--- src/rtl/cpu_bus_arbiter_pkg.sv ---
// Shared types for the CPU instruction/data bus arbiter.
// State encodings double as the o_grant debug encoding.
package CPU_BusArbiter_Types;

  typedef enum logic [1:0] {
    IDLE    = 2'b00,
    GRANT_I = 2'b01,
    GRANT_D = 2'b10
  } bus_arb_state_t;

  localparam logic [1:0] GRANT_NONE = 2'b00;

endpackage

--- src/rtl/cpu_bus_arbiter.sv ---
// Round-robin 2:1 merge of CPU ibus/dbus onto one request/ready bus; 1-cycle grant latency,
// zero-cycle ready return, grant held until downstream ready or watchdog expiry.
import CPU_BusArbiter_Types::*;

module cpu_bus_arbiter #(
  parameter int unsigned TIMEOUT       = 1024,
  parameter logic [31:0] TIMEOUT_RDATA = 32'hFFFF_FFFF
) (
  input  logic        i_clock,
  input  logic        i_reset,
  input  logic        i_ibus_request,
  output logic        o_ibus_ready,
  input  logic [31:0] i_ibus_address,
  output logic [31:0] o_ibus_rdata,
  input  logic        i_dbus_rw,
  input  logic        i_dbus_request,
  output logic        o_dbus_ready,
  input  logic [31:0] i_dbus_address,
  output logic [31:0] o_dbus_rdata,
  input  logic [31:0] i_dbus_wdata,
  output logic        o_bus_rw,
  output logic        o_bus_request,
  input  logic        i_bus_ready,
  output logic [31:0] o_bus_address,
  input  logic [31:0] i_bus_rdata,
  output logic [31:0] o_bus_wdata,
  output logic [1:0]  o_grant,
  output logic        o_fault
);

  localparam int unsigned   CW       = (TIMEOUT > 0) ? $clog2(TIMEOUT + 1) : 1;
  localparam logic [CW-1:0] CNT_LAST = (TIMEOUT > 0) ? CW'(TIMEOUT - 1) : '0;
  localparam logic          WD_ON    = (TIMEOUT > 0);

  bus_arb_state_t state;
  logic           last_is_d;
  logic [CW-1:0]  wd_cnt;
  logic           bus_request_q;
  logic           bus_rw_q;
  logic [31:0]    bus_address_q;
  logic [31:0]    bus_wdata_q;
  logic           fault_q;

  logic        granted;
  logic        wd_expire;
  logic        forced;
  logic        done;
  logic        pick_d;
  logic [31:0] done_rdata;

  assign granted    = (state == GRANT_I) || (state == GRANT_D);
  assign wd_expire  = WD_ON && granted && (wd_cnt == CNT_LAST);
  assign forced     = wd_expire && !i_bus_ready;
  assign done       = granted && (i_bus_ready || wd_expire);
  assign done_rdata = forced ? TIMEOUT_RDATA : i_bus_rdata;

  // On a tie the master that did not win last time goes next.
  assign pick_d = i_dbus_request && (!i_ibus_request || !last_is_d);

  always_ff @(posedge i_clock) begin
    if (!i_reset) begin
      state         <= IDLE;
      last_is_d     <= 1'b1;
      wd_cnt        <= '0;
      bus_request_q <= 1'b0;
      bus_rw_q      <= 1'b0;
      bus_address_q <= 32'd0;
      bus_wdata_q   <= 32'd0;
      fault_q       <= 1'b0;
    end else begin
      case (state)
        IDLE: begin
          wd_cnt <= '0;
          if (i_ibus_request || i_dbus_request) begin
            state         <= pick_d ? GRANT_D : GRANT_I;
            bus_request_q <= 1'b1;
            bus_rw_q      <= pick_d && i_dbus_rw;
            bus_address_q <= pick_d ? i_dbus_address : i_ibus_address;
            bus_wdata_q   <= pick_d ? i_dbus_wdata : 32'd0;
          end
        end
        GRANT_I, GRANT_D: begin
          if (done) begin
            state         <= IDLE;
            bus_request_q <= 1'b0;
            last_is_d     <= (state == GRANT_D);
            wd_cnt        <= '0;
            if (forced) begin
              fault_q <= 1'b1;
            end
          end else begin
            wd_cnt <= wd_cnt + 1'b1;
          end
        end
        default: begin
          state         <= IDLE;
          bus_request_q <= 1'b0;
          wd_cnt        <= '0;
        end
      endcase
    end
  end

  // Completion strobes are suppressed while reset is asserted so an abandoned
  // transaction never reports back to its master.
  assign o_ibus_ready = i_reset && (state == GRANT_I) && done;
  assign o_dbus_ready = i_reset && (state == GRANT_D) && done;
  assign o_ibus_rdata = (i_reset && (state == GRANT_I)) ? done_rdata : 32'd0;
  assign o_dbus_rdata = (i_reset && (state == GRANT_D)) ? done_rdata : 32'd0;

  assign o_bus_request = bus_request_q;
  assign o_bus_rw      = bus_rw_q;
  assign o_bus_address = bus_address_q;
  assign o_bus_wdata   = bus_wdata_q;
  assign o_grant       = state;
  assign o_fault       = fault_q;

endmodule

--- config.mk ---
export PLATFORM = sky130hd
export DESIGN_NAME = cpu_bus_arbiter
export DESIGN_NICKNAME = d
export VERILOG_FILES = /design/src/rtl/cpu_bus_arbiter_pkg.sv /design/src/rtl/cpu_bus_arbiter.sv
export SDC_FILE = /design/constraint.sdc
export NUM_CORES = 1
export LEC_CHECK = 0
export CORE_MARGIN = 2
export CORE_UTILIZATION = 36
export DETAILED_ROUTE_END_ITERATION = 10
export GPL_TIMING_DRIVEN = 0
export PLACE_DENSITY = 0.88
export SYNTH_ARGS = -nofsm -noshare
export SYNTH_HDL_FRONTEND = slang
export SYNTH_SLANG_ARGS = --single-unit
export TNS_END_PERCENT = 20
--- constraint.sdc ---
create_clock -name i_clock -period 2.8 [get_ports i_clock]
set_clock_uncertainty 0.05 [all_clocks]
set_input_delay 0.84 -clock i_clock [delete_from_list [all_inputs] [get_ports i_clock]]
set_output_delay 0.84 -clock i_clock [all_outputs]
set_load 0.03 [all_outputs]
Word level (Yosys, flattened, before mapping) --
Cells that the tools add are included.
Operators by class: add/sub/neg operators 1, equal/unequal tests 5, mux-type cells 12, bitwise gates (word level) 2, reduce and logical (&&, ||, !) cells 23
Operators by type and width (count):
- $mux W32 | 5
- $add A11 B1 Y11 const B | 1
- $eq A11 B10 Y1 const B | 1
- $logic_and A1 B1 Y1 | 9
- $mux W2 | 3
- $reduce_and A2 Y1 | 3
- $logic_or A1 B1 Y1 | 4
- $ne A2 B2 Y1 const B | 2
- $pmux W2 S2 | 1
- $logic_not A1 Y1 | 3
- $reduce_and A3 Y1 | 1
- $reduce_or A3 Y1 | 1
- $eq A2 B1 Y1 const B | 1
- $eq A2 B2 Y1 const B | 1
- $logic_not A2 Y1 | 1
- $mux W1 | 2
- $not A1 Y1 | 2
- $pmux W1 S2 | 1
- $reduce_or A2 Y1 | 1
Word-level totals: bits in registers 81, input port bits 134, output and inout port bits 135, word-level logic and storage cells 51

Logic depth before layout (Yosys ltp) --
Gate-level depths: netlist of the first run.
depth after elaboration 7, depth in mapped cells 7, mapped depth without buffers 6

Worst setup path after synthesis of the first run --
Ideal clock, no wire load.
path type register -> output, from reg state[0], in the netlist o_grant[0], to out o_ibus_rdata[0], data arrival time 1.967 ns, required time 1.910 ns, slack -0.057 ns, cell stages (with the launch flop) 8, path buffers 1, path through dfxtp_1 inv_1 ha_1 nand2b_1 nor4_1 nand2_1 buf_2 nand2_1
Between the ends: word-level cells in the longest chain between the ends 6, elaborated cells between the ends (all ways) 8, those cells by class eq/ne: 2; mux: 2; reduce/logical: 4
Ends and longest elaborated chain:
- start: declaration | RTL line cpu_bus_arbiter.sv:35 | bus_arb_state_t state;
- start signal: assignment | RTL line cpu_bus_arbiter.sv:75 | state <= pick_d ? GRANT_D : GRANT_I;
- $eq A2 B1 Y1 / $eq A2 B2 Y1 (equally long branches) | RTL line cpu_bus_arbiter.sv:51, cpu_bus_arbiter.sv:108
- $logic_or A1 B1 Y1 | RTL line cpu_bus_arbiter.sv:51 | assign granted = (state == GRANT_I) || (state == GRANT_D);
- $logic_and A1 B1 Y1 | RTL line cpu_bus_arbiter.sv:52 | assign wd_expire = WD_ON && granted && (wd_cnt == CNT_LAST);
- $logic_and A1 B1 Y1 | RTL line cpu_bus_arbiter.sv:53 | assign forced = wd_expire && !i_bus_ready;
- $mux W32 | RTL line cpu_bus_arbiter.sv:55 | assign done_rdata = forced ? TIMEOUT_RDATA : i_bus_rdata;
- $mux W32 * | RTL line cpu_bus_arbiter.sv:108 | assign o_ibus_rdata = (i_reset && (state == GRANT_I)) ? done_rdata : 32'd0;
- end: declaration | RTL line cpu_bus_arbiter.sv:14 | output logic [31:0] o_ibus_rdata,
Mark *: on every way between the ends. The rest lies on a longest branch, timed or not.

Worst setup path in the final report of the first run --
from reg wd_cnt[1], to out o_dbus_rdata[16]
Between the ends: word-level cells in the longest chain between the ends 5
Ends and longest elaborated chain:
- start: declaration | RTL line cpu_bus_arbiter.sv:37 | logic [CW-1:0] wd_cnt;
- start signal: assignment | RTL line cpu_bus_arbiter.sv:92 | wd_cnt <= wd_cnt + 1'b1;
- $eq A11 B10 Y1 | RTL line cpu_bus_arbiter.sv:52
- $logic_and A1 B1 Y1 | RTL line cpu_bus_arbiter.sv:52
- $logic_and A1 B1 Y1 | RTL line cpu_bus_arbiter.sv:53
- $mux W32 | RTL line cpu_bus_arbiter.sv:55
- $mux W32 | RTL line cpu_bus_arbiter.sv:109 | assign o_dbus_rdata = (i_reset && (state == GRANT_D)) ? done_rdata : 32'd0;
- end: declaration | RTL line cpu_bus_arbiter.sv:19 | output logic [31:0] o_dbus_rdata,
No other way between the ends.

==> impl_metrics.env, run 1 <==
export IMPL_status="complete, but fails checks"
export IMPL_violations="setup timing"
export IMPL_synth_compound_area_share=0.169
export IMPL_seq_area_frac_synth=0.413
export IMPL_synth_simple_area_share=0.256
export IMPL_io_buffers=268
export IMPL_rows=38
export IMPL_crit_slowest_cell="dfxtp_2"
export IMPL_synth_area_leaders="dfxtp_1 (41%), nand2_1 (16%), mux2i_1 (8.4%)"
export IMPL_fill_cells=838
export IMPL_setup_viol=19
export IMPL_worst_slew_margin_rel=0.631
export IMPL_die_h_um=108
export IMPL_nets=915
export IMPL_routedWlPerCell_um=16.4
export IMPL_rsz0062_at_grt="yes"
export IMPL_wirelength_um=15100
export IMPL_hold_class="flip-flop to flip-flop"
export IMPL_via_per_inst=4.97
export IMPL_synth_most_common_cell="nand2_1"
export IMPL_ir_drop_mv=0.337
export IMPL_ys_seq_elements=81
export IMPL_cts_sinks=81
export IMPL_grt_util_all_layers=0.237
export IMPL_fmax_mhz=355
export IMPL_netlist_instances=484
export IMPL_layout_setup_ws_ns=-0.0174
export IMPL_drtAntennaViolNets=0
export IMPL_yosys_warnings=0
export IMPL_whs_ns=0.411
export IMPL_cp_required_ns=1.91
export IMPL_syn_area_per_cell_um2=8.12
export IMPL_min_period_ns=2.82
export IMPL_dp_hpwl_um=11000
export IMPL_ff2ff_setup_slack_ns=0.88
export IMPL_dp_cells=892
export IMPL_critPathCaptureType="primary output"
export IMPL_slowest_delay_ns=0.36
export IMPL_power_density_nw_per_um2=469
export IMPL_period_share=1.01
export IMPL_cts_tree="done"
export IMPL_cts_root_buffer="clkbuf_8"
export IMPL_hold_violations=0
export IMPL_postCtsHoldBufs=0
export IMPL_cp_start_kind="flip-flop"
export IMPL_multi_input_area_um2=2350
export IMPL_crit_chain="ha_4, nand4_4, nor4_4, buf_6, nand2_8, buf_4, nand2_1, buf_6"
export IMPL_leakagePower_nw=3.45
export IMPL_pin_count=269
export IMPL_dr_pass1_iters=6
export IMPL_dr_first_iter_drc_count=226
export IMPL_worstSkewPairLatency_ns=0.35
export IMPL_report_final_slew_viol_count=0
export IMPL_place_ws_ns=-1.35
export IMPL_grt_overflow=0
export IMPL_synthMuxAreaShare=0.0841
export IMPL_synth_xor_xnor_area_share=0.0156
export IMPL_worst_slew_pin_slew_ns=0.550
export IMPL_syn_area_um2=3930
export IMPL_synth_edf_count=0
export IMPL_h_tree_depth=3
export IMPL_critPathMaxFanout=7
export IMPL_fin_cells=922
export IMPL_drv_cap=0
export IMPL_crit_type="flip-flop to primary output"
export IMPL_synth_common_cells="nand2_1 (169), dfxtp_1 (81), a22oi_1 (33), mux2i_1 (33), nor2b_1 (33)"
export IMPL_fp_coreArea_um2=10700
export IMPL_clk_pin_slew_ns=0.09
export IMPL_netlist_area_leader_share=0.413
export IMPL_dieArea_um2=11800
export IMPL_drive_gt1_frac=0.240
export IMPL_cts_buffer_depth=2
export IMPL_grt_max_degree=16
export IMPL_arrival_ns=1.93
export IMPL_drcViolationCount=0
export IMPL_synthArstFlopShare=0
export IMPL_antenna_cells=0
export IMPL_die_w_um=108
export IMPL_syn_nets=622
export IMPL_grt_pass1_vias=4382
export IMPL_grt_first_pass_wirelength_um=21900
export IMPL_crit_path_frequent_cell="buf_6"
export IMPL_syn_to_final_growth_pct=90.9
export IMPL_num_vias=4584
export IMPL_synth_top_area_cell="dfxtp_1"
export IMPL_synth_distinct_cells=33
export IMPL_place_gp_congestion=0.822
export IMPL_initial_core_util=0.366
export IMPL_synth_ff_type="dfxtp_1"
export IMPL_grt_antenna_before_repair=0
export IMPL_cts_buffers_inserted=9
export IMPL_regArea_um2=1630
export IMPL_synth_fa_ha_area_frac=0.0127
export IMPL_synth_top_family_by_area="simple AND/OR/NAND/NOR gates"
cell type report:
class	instances	share of cell area
buffer	38	0.0299
clock buffer	10	0.0184
clock inverter	6	0.00984
inverter	7	0.00350
multi-input combinational	356	0.313
sequential	81	0.218
tap	140	0.0234
timing repair buffer	284	0.384
worst max-delay path: cells and delay by family, from the launching register on:
family        cells  cell delay (ns)
fa+ha+maj         1             0.15
buf+inv           3             0.47
flops             1             0.36
simple gates      4             0.58
worst paths after layout:
kind | startpoint | endpoint | depth (start not counted)
setup / recovery | wd_cnt[1]$_SDFF_PP0_ | o_dbus_rdata[16] | 8
hold / removal | wd_cnt[10]$_SDFF_PP0_ | wd_cnt[10]$_SDFF_PP0_ | 2
setup reg to reg | o_grant[0]$_SDFFE_PN0P_ | o_bus_address[29]$_SDFFE_PN0P_ | 7
hold reg to reg | wd_cnt[10]$_SDFF_PP0_ | wd_cnt[10]$_SDFF_PP0_ | 2
where the power goes:
group | internal (mW) | switching (mW) | total (mW)
registers | 1.26 | 0.0637 | 1.32
clock network | 0.449 | 0.470 | 0.920
logic | 0.597 | 0.676 | 1.27
repair_timing:
item	in CTS	in global routing
pin swaps	6	2
resized for setup	480	95
cloned	5	0
setup endpoints to repair	66	66
hold endpoints to repair	0	0
buffers inserted	10	1
logic make-up (layout without fill, tap and decap cells):
kind of cell | after synthesis | in the layout
and+or+nand+nor | 234 | 234
DFF | 81 | 81
AOI/OAI and AO/OA | 78 | 78
buffers and inverters | 47 | 345
muxes | 33 | 33
xor gates and xnor gates | 7 | 7
adders and majority gates | 4 | 4
metal layers:
layer  wire length (µm)  global-route usage
met5                  0                   0
met4                356              0.0650
met3               1480               0.101
met2               7590               0.415
met1               5700               0.261
flip-flops by register name, indices dropped and copies added, names as in the netlist:
signal,count
last_is_d,1
o_bus_address,32
o_bus_request,1
o_bus_rw,1
o_bus_wdata,32
o_fault,1
o_grant,2
wd_cnt,11
through the flow:
step / util / cell area (µm²) / setup TNS (ns) / total power [mW]
2_1_floorplan: - / 3940 / 0 / 1.98
3_3_place_gp: 0.632 / 6800 / -77.37 / 2.54
3_5_place_dp: 0.632 / 6800 / -80.79 / 2.56
4_1_cts: 0.671 / 7210 / 0 / 3.50
5_1_grt: 0.698 / 7500 / -4.35 / 3.68
6_report: 0.698 / 7500 / -0.132 / 3.52
cell usage in the layout (no fill, tap or decap), types with 2 or more instances in the layout:
master	count
a21oi_1	2
a22oi_1	33
a32o_1	2
and2_4	2
buf_1	2
buf_2	12
buf_4	12
buf_6	73
clkbuf_1	15
clkbuf_2	4
clkbuf_8	11
clkdlybuf4s50_1	200
clkinvlp_4	2
dfxtp_1	74
dfxtp_2	6
ha_1	2
ha_4	2
inv_1	7
inv_6	2
mux2i_1	33
nand2_1	120
nand2_2	44
nand2_4	3
nand2_8	2
nand3_1	5
nor2_1	14
nor2b_1	33
o211a_1	32
o21a_1	2
xnor2_1	5
xor2_1	2
(Power assumes the default switching activity.)
==> run 2: changes to the inputs <==
--- a/config.mk
+++ b/config.mk
@@ -5,11 +5,13 @@
 export SDC_FILE = /design/constraint.sdc
 export NUM_CORES = 1
 export LEC_CHECK = 0
-export CORE_MARGIN = 2
-export CORE_UTILIZATION = 36
+export CAP_MARGIN = 10
+export CORE_AREA = 2 2 106 108
 export DETAILED_ROUTE_END_ITERATION = 10
+export DIE_AREA = 0 0 108 110
+export DONT_BUFFER_PORTS = 1
 export GPL_TIMING_DRIVEN = 0
-export PLACE_DENSITY = 0.88
+export PLACE_DENSITY = 0.57
 export SYNTH_ARGS = -nofsm -noshare
 export SYNTH_HDL_FRONTEND = slang
 export SYNTH_SLANG_ARGS = --single-unit
==> run 2 against run 1 <==
Effect of this change:
- the run still ends with setup timing left
- global-route usage is 4.1 points lower
- cell count is 30% lower
- critical path depth stayed put
- fmax hardly changed
- sequential share of layout area is 9.2 points higher
- clock power is 4.9% higher
- largest power group unchanged
- register-to-register slack better by 0.04 ns
- worst hold slack worse by 0.012 ns
- clock-buffer cell count stayed put
- via count is 22% lower
- power is 11% lower
- critical path type unchanged
- sequential cell count stayed put
==> impl_metrics.env, run 2 (synthesis gave the netlist of run 1 again) <==
export IMPL_status="complete, but fails checks"
export IMPL_violations="setup timing"
export IMPL_cts_buffer_depth=2
export IMPL_grt_antenna_before_repair=0
export IMPL_place_gp_congestion=0.729
export IMPL_cts_buffers_inserted=9
export IMPL_min_period_ns=2.82
export IMPL_initial_core_util=0.367
export IMPL_via_per_inst=5.59
export IMPL_dr_pass1_iters=4
export IMPL_grt_max_degree=15
export IMPL_cts_sinks=81
export IMPL_whs_ns=0.400
export IMPL_cp_required_ns=1.91
export IMPL_rsz0062_at_grt="yes"
export IMPL_switching_share=0.354
export IMPL_p_seq_frac=0.496
export IMPL_dp_hpwl_um=8780
export IMPL_crit_type="flip-flop to primary output"
export IMPL_dp_cells=624
export IMPL_critPathCaptureType="primary output"
export IMPL_clk_pin_slew_ns=0.09
export IMPL_power_density_nw_per_um2=593
export IMPL_fmax_mhz=355
export IMPL_nets=635
export IMPL_routedWlPerCell_um=20.2
export IMPL_io_buffers=0
export IMPL_num_vias=3588
export IMPL_arrival_ns=1.93
export IMPL_rows=38
export IMPL_timing_setup_tns_ns=-0.224
export IMPL_drtAntennaViolNets=0
export IMPL_drive_gt1_frac=0.241
export IMPL_power_frac_clock=0.309
export IMPL_pin_count=269
export IMPL_hold_violations=0
export IMPL_grt_first_pass_wirelength_um=17900
export IMPL_power_mw=3.13
export IMPL_cts_root_buffer="clkbuf_8"
export IMPL_rr_worst_depth=7
export IMPL_drv_cap=0
export IMPL_report_final_slew_viol_count=0
export IMPL_dr_first_iter_drc_count=213
export IMPL_grt_overflow=0
export IMPL_leakagePower_nw=2.35
export IMPL_combPwrFrac=0.195
export IMPL_antenna_cells=0
export IMPL_dieArea_um2=11900
export IMPL_grt_util_all_layers=0.196
export IMPL_critPathMaxFanout=10
export IMPL_die_w_um=108
export IMPL_worst_slew_pin_slew_ns=0.503
export IMPL_period_share=1.01
export IMPL_fin_cells=642
export IMPL_most_common_layout_cells="nand2_1 (107), dfxtp_1 (76), nand2_4 (37)"
export IMPL_die_h_um=110
export IMPL_layout_commonest_cell="nand2_1"
export IMPL_whs_path_depth=1
export IMPL_cts_tree="done"
export IMPL_p_switching_mw=1.11
export IMPL_fp_coreArea_um2=10700
export IMPL_grt_pass1_vias=3461
export IMPL_cp_start_kind="flip-flop"
export IMPL_worst_slew_margin_rel=0.665
export IMPL_h_tree_depth=3
export IMPL_layout_setup_ws_ns=-0.0153
export IMPL_drcViolationCount=0
export IMPL_p_int_mw=2.02
export IMPL_wirelength_um=13000
export IMPL_setup_viol=34
export IMPL_worstSkewPairLatency_ns=0.35
export IMPL_ir_drop_mv=0.309
export IMPL_ff2ff_setup_slack_ns=0.92
export IMPL_hold_class="flip-flop to flip-flop"
export IMPL_syn_to_final_growth_pct=34.3
==> run 2: path summary, 6_finish.rpt <==
kind                                         startpoint                        endpoint
worst max-delay path            o_grant[0]$_SDFFE_PN0P_                 o_ibus_rdata[2]
worst min-delay path               wd_cnt[0]$_SDFF_PP0_            wd_cnt[0]$_SDFF_PP0_
worst max register to register  o_grant[0]$_SDFFE_PN0P_  o_bus_address[28]$_SDFFE_PN0P_
worst min register to register     wd_cnt[0]$_SDFF_PP0_            wd_cnt[0]$_SDFF_PP0_
==> run 2: what timing repair did <==
action	in CTS	in global routing
setup buffers	2	0
endpoints found under the hold margin	0	0
pin swaps	5	1
endpoints found under the setup margin	66	66
gates cloned	1	1
resized for setup	182	26
hold buffers	0	0
==> run 2: final cells by class <==
cell class	count	area, µm²
inverter	7	31.3
buffer	38	259
timing repair buffer	4	71.3
fill	959	5420
clock buffer	10	138
multi-input combinational	356	2880
sequential	81	1640
tap	140	175
clock inverter	6	91.3
==> run 2: critical path: stages, from the launching register on <==
cell and delay, ns:
dfxtp_4 0.44, inv_4 0.05, ha_4 0.28, nand2b_4 0.06
nor4_4 0.15, buf_6 0.18, nand2_8 0.09, buf_12 0.18
nand2_4 0.12
==> run 2: power groups by stage <==
stage | clock, mW | combinational (mW) | sequential [mW]
6_report | 0.965 | 0.610 | 1.55
2_1_floorplan | 0 | 0.435 | 1.55
3_3_place_gp | 0 | 0.515 | 1.58
5_1_grt | 1.05 | 0.671 | 1.56
4_1_cts | 0.989 | 0.581 | 1.55
3_5_place_dp | 0 | 0.528 | 1.58
==> run 2: layer usage <==
layer | share of wire | global-route usage | vias to the layer above
met3 | 0.10 | 0.0764 | 32
met4 | 0.032 | 0.0824 | 0
met1 | 0.34 | 0.195 | 1710
met2 | 0.52 | 0.363 | 188
li1 | - | - | 1658
met5 | 0 | 0 | -
==> run 2: metrics by stage <==
stage	instance area (µm²)	utilization	setup WS, ns
floorplan	3940	-	0.0493
global placement	4110	0.384	-0.440
detailed placement	4110	0.384	-0.441
CTS	5050	0.473	-0.0332
global route	5280	0.493	-0.131
finish	5280	0.493	-0.0153
==> run 3: changes to the inputs <==
--- a/config.mk
+++ b/config.mk
@@ -5,13 +5,15 @@
 export SDC_FILE = /design/constraint.sdc
 export NUM_CORES = 1
 export LEC_CHECK = 0
+export ABC_CLOCK_PERIOD_IN_PS = 2800
 export CAP_MARGIN = 10
-export CORE_AREA = 2 2 106 108
+export CORE_ASPECT_RATIO = 0.6
+export CORE_MARGIN = 2
+export CORE_UTILIZATION = 40
 export DETAILED_ROUTE_END_ITERATION = 10
-export DIE_AREA = 0 0 108 110
 export DONT_BUFFER_PORTS = 1
 export GPL_TIMING_DRIVEN = 0
-export PLACE_DENSITY = 0.57
+export PLACE_DENSITY = 0.61
 export SYNTH_ARGS = -nofsm -noshare
 export SYNTH_HDL_FRONTEND = slang
 export SYNTH_SLANG_ARGS = --single-unit
==> run 3 against run 2 <==
Effect of this change:
- the flow still finishes with violations (setup timing)
- clock-buffer cell count down 1
- sequential cell count unchanged
- critical path type unchanged
- utilization up 7.3 points
- clock power up 16%
- largest cell class unchanged
- critical endpoint is now o_dbus_rdata[9]
==> impl_metrics.env, run 3 (synthesis gave the netlist of run 1 again) <==
export IMPL_status="complete, but fails checks"
export IMPL_violations="setup timing"
export IMPL_layout_setup_ws_ns=-0.00248
export IMPL_pin_count=269
export IMPL_dp_cells=614
export IMPL_p_int_mw=2.10
export IMPL_grt_max_degree=17
export IMPL_grt_util_all_layers=0.213
export IMPL_p_seq_frac=0.475
export IMPL_most_common_layout_cells="nand2_1 (106), dfxtp_1 (77), nand2_4 (41)"
export IMPL_m1WireLength_um=4880
export IMPL_leakagePower_nw=2.39
export IMPL_dieArea_um2=10700
export IMPL_hold_violations=0
export IMPL_drtAntennaViolNets=0
export IMPL_cp_start_kind="flip-flop"
export IMPL_power_frac_clock=0.342
export IMPL_cts_buffers_inserted=9
export IMPL_hold_class="flip-flop to flip-flop"
export IMPL_routedWlPerCell_um=19.3
export IMPL_fin_util=0.566
export IMPL_grt_first_pass_wirelength_um=18000
export IMPL_critPathCaptureType="primary output"
export IMPL_worst_slew_pin_slew_ns=0.519
export IMPL_die_w_um=132
export IMPL_drcViolationCount=0
export IMPL_clk_pin_slew_ns=0.07
export IMPL_rsz0062_at_grt="yes"
export IMPL_combPwrFrac=0.183
export IMPL_cts_root_buffer="clkbuf_16"
export IMPL_die_h_um=80.8
export IMPL_h_tree_depth=3
export IMPL_worstSkewPairLatency_ns=0.33
export IMPL_fin_area_um2=5300
export IMPL_io_buffers=0
export IMPL_fp_coreArea_um2=9360
export IMPL_drive_gt1_frac=0.243
export IMPL_cp_required_ns=1.91
export IMPL_wl_met2_um=6020
export IMPL_postCtsHoldBufs=0
export IMPL_min_period_ns=2.80
export IMPL_crit_type="flip-flop to primary output"
export IMPL_timing_setup_tns_ns=-0.00248
export IMPL_grt_pass1_vias=3360
export IMPL_fill_cells=827
export IMPL_dr_pass1_iters=5
export IMPL_grt_overflow=0
export IMPL_worst_slew_margin_rel=0.652
export IMPL_cts_buffer_depth=2
export IMPL_cts_sinks=81
export IMPL_fmax_mhz=357
export IMPL_place_area_um2=4100
export IMPL_routed_top_layer="met4"
export IMPL_cts_tree="done"
export IMPL_switching_share=0.357
export IMPL_antenna_cells=0
export IMPL_ir_drop_mv=0.360
export IMPL_place_gp_congestion=0.771
export IMPL_grt_antenna_before_repair=0
export IMPL_fin_cells=633
export IMPL_syn_to_final_growth_pct=34.8
export IMPL_arrival_ns=1.91
export IMPL_dr_first_iter_drc_count=144
export IMPL_nets=636
export IMPL_setup_viol=1
export IMPL_critPathMaxFanout=7
export IMPL_period_share=1.00
export IMPL_initial_core_util=0.420
export IMPL_wirelength_um=12200
export IMPL_report_final_slew_viol_count=0
export IMPL_via_per_inst=5.52
export IMPL_dp_hpwl_um=8560
export IMPL_route_met3_wl_um=1090
export IMPL_num_vias=3496
export IMPL_drv_cap=0
export IMPL_rows=27
export IMPL_p_switching_mw=1.17
export IMPL_layout_commonest_cell="nand2_1"
export IMPL_power_density_nw_per_um2=617
-- run 3: changes by cell type in the layout (fill, tap and decap cells not counted), moves of 2 or more --
cell	previous run	this run
clkinv_4	3	1
nand2_4	37	41
dfxtp_2	2	0
nand2_8	25	21
inv_6	0	3
clkbuf_8	10	0
bufinv_16	2	0
clkbuf_16	1	10
-- run 3: cell type report --
cell class / count / area, µm² / share of cell area
clock inverter: 7 / 63.8 / 0.0120
inverter: 7 / 28.8 / 0.00543
timing repair buffer: 5 / 78.8 / 0.0149
sequential: 81 / 1640 / 0.309
multi-input combinational: 356 / 2840 / 0.536
clock buffer: 9 / 225 / 0.0425
buffer: 38 / 259 / 0.0489
tap: 130 / 163 / 0.0307
-- run 3: final timing paths --
path	from	to	cells past startpoint	slack, ns
hold reg to reg	wd_cnt[0]$_SDFF_PP0_	wd_cnt[0]$_SDFF_PP0_	1	0.40
setup / recovery	o_grant[1]$_SDFFE_PN0P_	o_dbus_rdata[9]	8	-0.002
setup reg to reg	o_grant[0]$_SDFFE_PN0P_	o_bus_address[23]$_SDFFE_PN0P_	7	0.90
hold / removal	wd_cnt[0]$_SDFF_PP0_	wd_cnt[0]$_SDFF_PP0_	1	0.40
-- run 3: stage by stage --
step	hold WS, ns	total power, mW	setup WS (ns)
floorplan	0.369	1.98	0.0493
global placement	0.378	2.09	-0.415
detailed placement	0.389	2.10	-0.401
CTS	0.402	3.28	-0.0163
global route	0.410	3.41	-0.0924
finish	0.397	3.27	-0.00248
-- run 3: repair_timing --
action	in CTS	in global routing
pin swaps	5	1
setup endpoints to repair	66	66
gates cloned	1	1
setup buffers	2	1
gates resized for setup	186	16
-- run 3: per-layer routing --
metal	global-route usage	up-vias
met5	0	-
met4	0.0652	0
met3	0.0874	17
met2	0.355	166
met1	0.256	1650
li1	-	1663
-- run 3: worst max-delay path: stages, from the launching register on --
cell       delay, ns
dfxtp_4         0.42
inv_2           0.07
ha_4            0.29
nand2b_4        0.06
nor4_4          0.15
buf_6           0.17
nand2_8         0.10
clkbuf_16       0.20
nand2_4         0.12
-- run 3: power by group through the flow --
stage / Clock [mW] / Combinational, mW / Sequential, mW
final: 1.12 / 0.599 / 1.55
after global routing: 1.19 / 0.657 / 1.56
after CTS: 1.15 / 0.582 / 1.55
after detailed placement: 0 / 0.527 / 1.58
after global placement: 0 / 0.512 / 1.58
after floorplan: 0 / 0.435 / 1.55
